$ cat config.mk
export PLATFORM = sky130hd
export DESIGN_NAME = mips_alu
export DESIGN_NICKNAME = d
export VERILOG_FILES = /design/src/rtl/mips_alu.sv
export SDC_FILE = /design/constraint.sdc
export NUM_CORES = 1
export LEC_CHECK = 0
export BUFFER_PORTS_ARGS = -buffer_cell sky130_fd_sc_hd__buf_2
export CAP_MARGIN = 5
export CORE_MARGIN = 2
export CORE_UTILIZATION = 29
export CTS_BUF_LIST = sky130_fd_sc_hd__clkbuf_8
export DETAILED_ROUTE_END_ITERATION = 8
export PLACE_DENSITY = 0.57
export SLEW_MARGIN = 40
export SYNTH_ARGS = -nofsm -noshare
export SYNTH_HDL_FRONTEND = slang
export SYNTH_SLANG_ARGS = --single-unit
$ cat constraint.sdc
create_clock -name clk -period 6.5 [get_ports clk]
set_input_delay 0.975 -clock clk [delete_from_list [all_inputs] [get_ports clk]]
set_output_delay 0.975 -clock clk [all_outputs]
set_load 0.05 [all_outputs]
$ cat src/rtl/mips_alu.sv
`default_nettype none
// ============================================================================
// Module   : mips_alu
// Purpose  : 32-bit MIPS ALU with combinational result/zero/overflow and an
//            ALUOut pipeline register (result + zero) captured every cycle.
// Revision : 1.0 - initial release
// ============================================================================
module mips_alu #(
  parameter int WIDTH = 32
) (
  input  logic             clk,
  input  logic             reset,
  input  logic [WIDTH-1:0] srca,
  input  logic [WIDTH-1:0] srcb,
  input  logic [2:0]       alucontrol,
  output logic [WIDTH-1:0] aluresult,
  output logic             zero,
  output logic             overflow,
  output logic [WIDTH-1:0] aluout,
  output logic             zero_q
);

  localparam logic [1:0] c_op_and = 2'b00;
  localparam logic [1:0] c_op_or  = 2'b01;
  localparam logic [1:0] c_op_sum = 2'b10;
  localparam logic [1:0] c_op_slt = 2'b11;

  logic             w_invert_b;
  logic [WIDTH-1:0] w_b;
  logic [WIDTH-1:0] w_sum;
  logic             w_sum_ovf;
  logic             w_lt;
  logic [WIDTH-1:0] aluout_d;
  logic [WIDTH-1:0] aluout_q;
  logic             zero_q_d;
  logic             zero_q_r;

  // Bit 2 turns the adder into a subtractor: A + ~B + 1.
  assign w_invert_b = alucontrol[2];
  assign w_b        = w_invert_b ? ~srcb : srcb;
  assign w_sum      = srca + w_b + {{(WIDTH-1){1'b0}}, w_invert_b};

  // Signed overflow seen by the adder, valid for both add and subtract since
  // the second adder operand is already the (inverted) B.
  assign w_sum_ovf  = (srca[WIDTH-1] == w_b[WIDTH-1]) &&
                      (w_sum[WIDTH-1] != srca[WIDTH-1]);

  // Overflow-corrected sign of A-B gives a true signed less-than.
  assign w_lt       = w_sum[WIDTH-1] ^ w_sum_ovf;

  always_comb begin
    aluresult = '0;
    overflow  = 1'b0;
    unique case (alucontrol[1:0])
      c_op_and: aluresult = srca & w_b;
      c_op_or:  aluresult = srca | w_b;
      c_op_sum: begin
        aluresult = w_sum;
        overflow  = w_sum_ovf;
      end
      c_op_slt: begin
        // 011 is reserved and yields zero; 111 is SLT.
        if (w_invert_b) begin
          aluresult = {{(WIDTH-1){1'b0}}, w_lt};
        end
      end
      default: aluresult = '0;
    endcase
  end

  assign zero = (aluresult == '0);

  always_comb begin
    aluout_d = aluresult;
    zero_q_d = zero;
  end

  always_ff @(posedge clk) begin
    if (!reset) begin
      aluout_q <= '0;
      zero_q_r <= 1'b1;
    end else begin
      aluout_q <= aluout_d;
      zero_q_r <= zero_q_d;
    end
  end

  assign aluout = aluout_q;
  assign zero_q = zero_q_r;

endmodule
`default_nettype wire

==> results by group, run 1 <==
Routing
  – Routed vias: 5058
  – Post-Route WL: ~16000 um
  – First-pass DRT Iterations: 7
  – Initial DRC Count: between 300 and 400
  – DR vias/cell: ~5
  – Routed Antenna Nets: 0
  – DRC Markers: 0
  – WL per Instance: roughly 16 um

Placed design
  – Setup WS pre-CTS: between 0.6 and 0.7 ns
  – DP HPWL: ~13000 um
  – I/O Buffers: about 140
  – Final GP Congestion: between 0.9 and 1

STA
  – Setup ws final: 0.561 ns
  – Final setup viols: 0
  – Fmax achieved: 0.168 GHz
  – Fin crit period: 5.94 ns
  – Slew Limit Fails: 0
  – Setup TNS: 0 ns
  – Setup repair after global routing missed its margin: no
  – Relative slew slack: a little over half
  – Final hold viol count: 0
  – Worst Tran Pin Value: ~0.68 ns
  – Final period util: roughly nine tenths
  – Hold slack final: roughly 1.1 ns

Power
  – Static leakage: slightly below 3 nW
  – Total power draw: 0.00112 W
  – Power Density: a little under 200 nW/um^2
  – Worst vdd ir: roughly 0.00015 V

Final layout
  – Multi-input logic area: about 3600 sq um
  – Most frequent cells in the layout: 135 x buf_2, 78 x inv_1, 64 x ha_1
  – FF/Latch Area: ~660 sq um
  – Commonest non-fill, non-tap cell in the layout: buf_2
  – # nets final: 922
  – FILL cells: around 1800
  – Antenna cells: 0
  – Synth-to-Final Area Change: 21.5%
  – Share of cells above drive strength 1: roughly 22%

Synth
  – Synth Warn #: 0
  – Post-synth EDFFs: 0
  – Synth Cell Area: around 4700 sq um
  – Avg Cell Area, Syn: 7.06 sq um
  – Post-synthesis sequential area ratio: around 14%
  – Main synth FF type: dfxtp_1
  – Syn Inst Count: 667
  – Share of flip-flops with an asynchronous set or reset: 0%
  – Post-synth cell types: 69
  – Synth Register Bits: 33
  – Post-Syn Nets: 801

Floorplan
  – Die span in x: approximately 130 um
  – Die height: ~130 um
  – Io pins: roughly 140
  – Area of the core: 15900 sq um
  – Site Rows: 46
  – Initial core utilization: 29.6%
  – DIE AREA: ~17000 sq um

Worst setup path
  – CP max-delay cell: nor3_1
  – CP Launch Type: input port
  – Critical Path Fanout Max: 12
  – Crit end category: primary output
  – CP Cell Sequence: buf_2 -> buf_12 -> buf_4 -> xor2_1 -> inv_1 -> ha_1 -> nand2_1 -> nor3_1 -> and3_1 -> a32o_1 -> o21ai_0 -> a31o_2 -> a311o_1 -> a2111o_1 -> nor3_2 -> buf_2
  – Most frequent CP cell: buf_2
  – Data required, critical path: ~5.5 ns
  – CP bufs+invs: 5
  – CP delay by family, top: compound AO/OA/AOI/OAI gates
  – Critical Path AT: 4.96 ns
  – Slowest stage delay, CP: between 0.4 and 0.5 ns
  – WS Path Type: in2out
  – Worst path depth: 16

Clock tree
  – Clock sinks: 33
  – CTS Buf Count: 5
  – H-tree Lvls: 2
  – Post-CTS Hold Fix Bufs: 0
  – CTS tree: done
  – Clk root buf: clkbuf_8
  – Worst-path clk slew: 0.06 ns
  – Clk buf depth: 2
  – Post_cts resized: 0
  – Setup bufs post-CTS: 0

Run status
  – Status: finished clean

Global route
  – Pin count of the biggest net entering global routing: 44
  – Vias in the first global route: 4700
  – Total grt overflow: 0
  – First-pass GRT wire length: 25500 um
  – Total track usage: around 18%
  – Antenna violations before repair: 1

Worst hold path
  – Hold Path Class: in2reg
  – WHS Path Cells: 2

Flow run
  – Max Cap Viol: 0
worst paths after layout:
path	from	endpoint
min	reset	zero_q
max	alucontrol[2]	zero
flip-flops by register name, indices dropped and copies added, names as in the netlist:
name	cells
aluout	32
zero_q	1
synth_stat cells, types with 7 or more instances:
| library cell | n | share of area, % |
|---|---|---|
| a211oi_1 | 13 | 2.1 |
| a21o_1 | 7 | 1.1 |
| a21oi_1 | 60 | 6.4 |
| and2_1 | 31 | 4.1 |
| clkbuf_1 | 24 | 1.9 |
| dfxtp_1 | 33 | 14 |
| ha_1 | 64 | 17 |
| inv_1 | 77 | 6.1 |
| mux2i_1 | 7 | 1.5 |
| nand2_1 | 52 | 4.1 |
| nand3_1 | 7 | 0.74 |
| nand4_1 | 10 | 1.3 |
| nor2_1 | 55 | 4.4 |
| nor3_1 | 12 | 1.3 |
| o211ai_1 | 10 | 1.6 |
| o21ai_0 | 40 | 4.3 |
| o22ai_1 | 15 | 2.0 |
| xnor2_1 | 12 | 2.2 |
| xor2_1 | 39 | 7.3 |
final cells by class:
| cell class | count | area share (%) |
|---|---|---|
| sequential | 33 | 11.6 |
| clock buffer | 5 | 1.20 |
| tap | 216 | 4.73 |
| clock inverter | 3 | 0.241 |
| multi-input combinational | 519 | 63.0 |
| timing repair buffer | 151 | 14.1 |
| inverter | 78 | 5.12 |
report_power, final:
group	switching, W	internal (W)	total, W
clock network	0.0000707	0.0000725	0.000143
registers	0.00000437	0.000222	0.000226
logic	0.000514	0.000232	0.000746
total	0.000589	0.000526	0.00112
logic make-up (layout without fill, tap and decap cells):
group | Yosys count | in the layout | share of synthesized area [%]
xor gates and xnor gates | 51 | 51 | 9.49
DFF | 33 | 33 | 14.0
muxes | 9 | 9 | 2.21
and+or+nand+nor | 206 | 206 | 21.7
buffers and inverters | 115 | 237 | 9.68
adders and majority gates | 65 | 65 | 17.4
AOI/OAI and AO/OA | 188 | 188 | 25.4
layer usage:
metal	up-vias	global-route usage, %	wire length, um
li1	2544	-	-
met1	2282	27.0	7800
met2	213	27.4	6630
met3	17	2.85	1280
met4	2	3.68	214
met5	-	0	11
through the flow:
stage	cells	utilization, %	instance area (sq um)
floorplan	667	-	4710
global placement	997	35.4	5630
detailed placement	997	35.5	5630
CTS	1005	36.0	5720
global route	1005	36.0	5720
finish	1005	36.0	5720
No activity file was read; power rests on OpenSTA's default activity.
==> run 2: changes to the inputs <==
--- a/config.mk
+++ b/config.mk
@@ -12,6 +12,7 @@
 export CTS_BUF_LIST = sky130_fd_sc_hd__clkbuf_8
 export DETAILED_ROUTE_END_ITERATION = 8
 export PLACE_DENSITY = 0.57
+export RECOVER_POWER = 100
 export SLEW_MARGIN = 40
 export SYNTH_ARGS = -nofsm -noshare
 export SYNTH_HDL_FRONTEND = slang
==> run 2 against run 1 <==
Via count decreased by 0.61%. Global-route usage unchanged. Critical path depth shrank 1. Fmax down 0.94%. Sequential cell count unchanged. First-iteration DRC count up 1.1%. Utilization decreased by 0.69 points. Combinational power shrank 2%. Hold slack improved by 0.026 ns. Cell count stayed put. Sequential share of layout area up 0.22 points. Critical endpoint unchanged. Highest routed layer unchanged.
==> results by group, run 2 (synthesized netlist as in run 1, its figures left out) <==
Run status
  – Status: finished clean

STA
  – Slew Limit Fails: 0 (unchanged)
  – Fin crit period: 6.00 ns (+0.0562 ns)
  – Setup repair after global routing missed its margin: no
  – Worst Tran Pin Value: 0.808 ns (+0.125 ns)
  – Setup TNS: 0 ns (unchanged)
  – Final hold viol count: 0 (unchanged)
  – Final setup viols: 0 (unchanged)
  – Relative slew slack: 46.1% (-7.9 points)
  – Final period util: 92.2% (+0.86 points)
  – Setup ws final: 0.505 ns (-0.0562 ns)
  – Fmax achieved: 0.167 GHz (-0.94%)

Clock tree
  – Clock sinks: 33 (unchanged)
  – CTS Buf Count: 5 (unchanged)
  – Post-CTS Hold Fix Bufs: 0 (unchanged)
  – H-tree Lvls: 2 (unchanged)
  – Worst-path clk slew: 0.06 ns (about the same)
  – Setup bufs post-CTS: 0 (unchanged)
  – CTS tree: done
  – Clk buf depth: 2 (unchanged)
  – Post_cts resized: 0 (unchanged)
  – Clk root buf: clkbuf_8

Floorplan
  – Initial core utilization: 29.6% (unchanged)
  – Die height: 131 um (unchanged)
  – Area of the core: 15900 sq um (unchanged)
  – Site Rows: 46 (unchanged)
  – Io pins: 136 (unchanged)
  – Die span in x: 131 um (unchanged)
  – DIE AREA: 17300 sq um (unchanged)

Routing
  – WL per Instance: 16.0 um (+0.80%)
  – Routed wl met2: 6640 um (+0.14%)
  – Routed Antenna Nets: 0 (unchanged)
  – Post-Route WL: 16100 um (+0.80%)
  – Routed vias: 5027 (-0.61%)
  – Metal-1 WL: 8000 um (+2.6%)
  – First-pass DRT Iterations: 5 (-2)
  – Wire length on met3: 1230 um (-3.5%)
  – DR vias/cell: 5.00 (-0.61%)
  – DRC Markers: 0 (unchanged)
  – Initial DRC Count: 382 (+1.1%)
  – Highest metal used: met5

Worst hold path
  – Hold endpoint: zero_q
  – Hold Path Class: in2reg
  – Hold Startpoint: reset
  – WHS Path Cells: 2 (unchanged)

Power
  – Static leakage: 2.68 nW (-8.9%)
  – Worst vdd ir: 0.000147 V (-2.4%)
  – Power Density: 196 nW/um^2 (+0.45%)
  – Total power draw: 0.00110 W (-1.5%)

Placed design
  – Final GP Congestion: 0.960 (unchanged)
  – I/O Buffers: 135 (unchanged)
  – Placed Cells: 997 (unchanged)
  – DP HPWL: 13200 um (unchanged)
  – Setup WS pre-CTS: 0.612 ns (unchanged)

Final layout
  – Synth-to-Final Area Change: 19.2%
  – Share of cells above drive strength 1: 12.8% (-9.1 points)
  – Fin cells: 1005 (unchanged)
  – Fin util: 35.3% (-0.69 points)
  – Commonest non-fill, non-tap cell in the layout: inv_1
  – Antenna cells: 0 (unchanged)
  – Most frequent cells in the layout: 78 x inv_1, 70 x clkbuf_1, 69 x buf_2
  – Largest register FFs: 32 (unchanged)
  – # nets final: 922 (unchanged)

Worst setup path
  – Crit end category: primary output
  – Critical Path AT: 5.02 ns (+0.06 ns)
  – WS Path Type: in2out
  – Data required, critical path: 5.52 ns (about the same)
  – CP Launch Type: input port
  – Critical Path Fanout Max: 8 (-4)

Global route
  – First-pass GRT wire length: 25500 um (unchanged)
  – Antenna violations before repair: 1 (unchanged)
  – Pin count of the biggest net entering global routing: 44 (unchanged)
  – Total track usage: 18.1% (unchanged)
  – Total grt overflow: 0 (unchanged)
  – Vias in the first global route: 4700 (unchanged)

Flow run
  – Max Cap Viol: 0 (unchanged)
[run 2: power by group]
group / leakage, nW / internal, W / total (W) / switching, W
clock: 0.0491 / 0.0000724 / 0.000143 / 0.0000705
sequential: 0.273 / 0.000222 / 0.000227 / 0.00000506
combinational: 2.36 / 0.000214 / 0.000729 / 0.000515
[run 2: final cells by class]
cell class	count	area [sq um]
fill	1811	10300
multi-input combinational	519	3590
timing repair buffer	151	711
sequential	33	661
inverter	78	293
tap	216	270
clock buffer	5	68.8
clock inverter	3	13.8
[run 2: stage by stage]
| step | instance area, sq um | hold WS, ns |
|---|---|---|
| floorplan | 4710 | 1.10 |
| detailed placement | 5630 | 1.37 |
| global route | 5610 | 1.15 |
| finish | 5610 | 1.11 |
| global placement | 5630 | 1.38 |
| CTS | 5720 | 1.08 |
[run 2: critical path: stages]
cell      delay [ns]
buf_2           0.24
buf_4           0.24
xor2_1          0.20
inv_1           0.07
ha_1            0.36
nand4_1         0.14
o221ai_1        0.67
nor3_1          0.13
or4_1           0.56
a211oi_1        0.20
nand4b_1        0.14
nor4bb_1        0.43
nand4b_1        0.20
nor3_2          0.17
buf_2           0.29
[run 2: layer usage]
layer	vias to the layer above	global-route usage, %
met5	-	0
met1	2272	27.0
li1	2542	-
met3	13	2.85
met4	2	3.68
met2	198	27.4
[run 2: how the worst max path moves through the flow]
| stage | start | to | slack [ns] | depth (start not counted) |
|---|---|---|---|---|
| after detailed placement | alucontrol[2] | zero | 0.61 | 15 |
| after CTS | alucontrol[2] | zero | 0.58 | 15 |
| after global routing | alucontrol[2] | zero | 0.17 | 16 |
| after floorplan | alucontrol[2] | zero | 0.19 | 14 |
| after global placement | alucontrol[2] | zero | 0.69 | 16 |
| final | alucontrol[2] | zero | 0.50 | 15 |
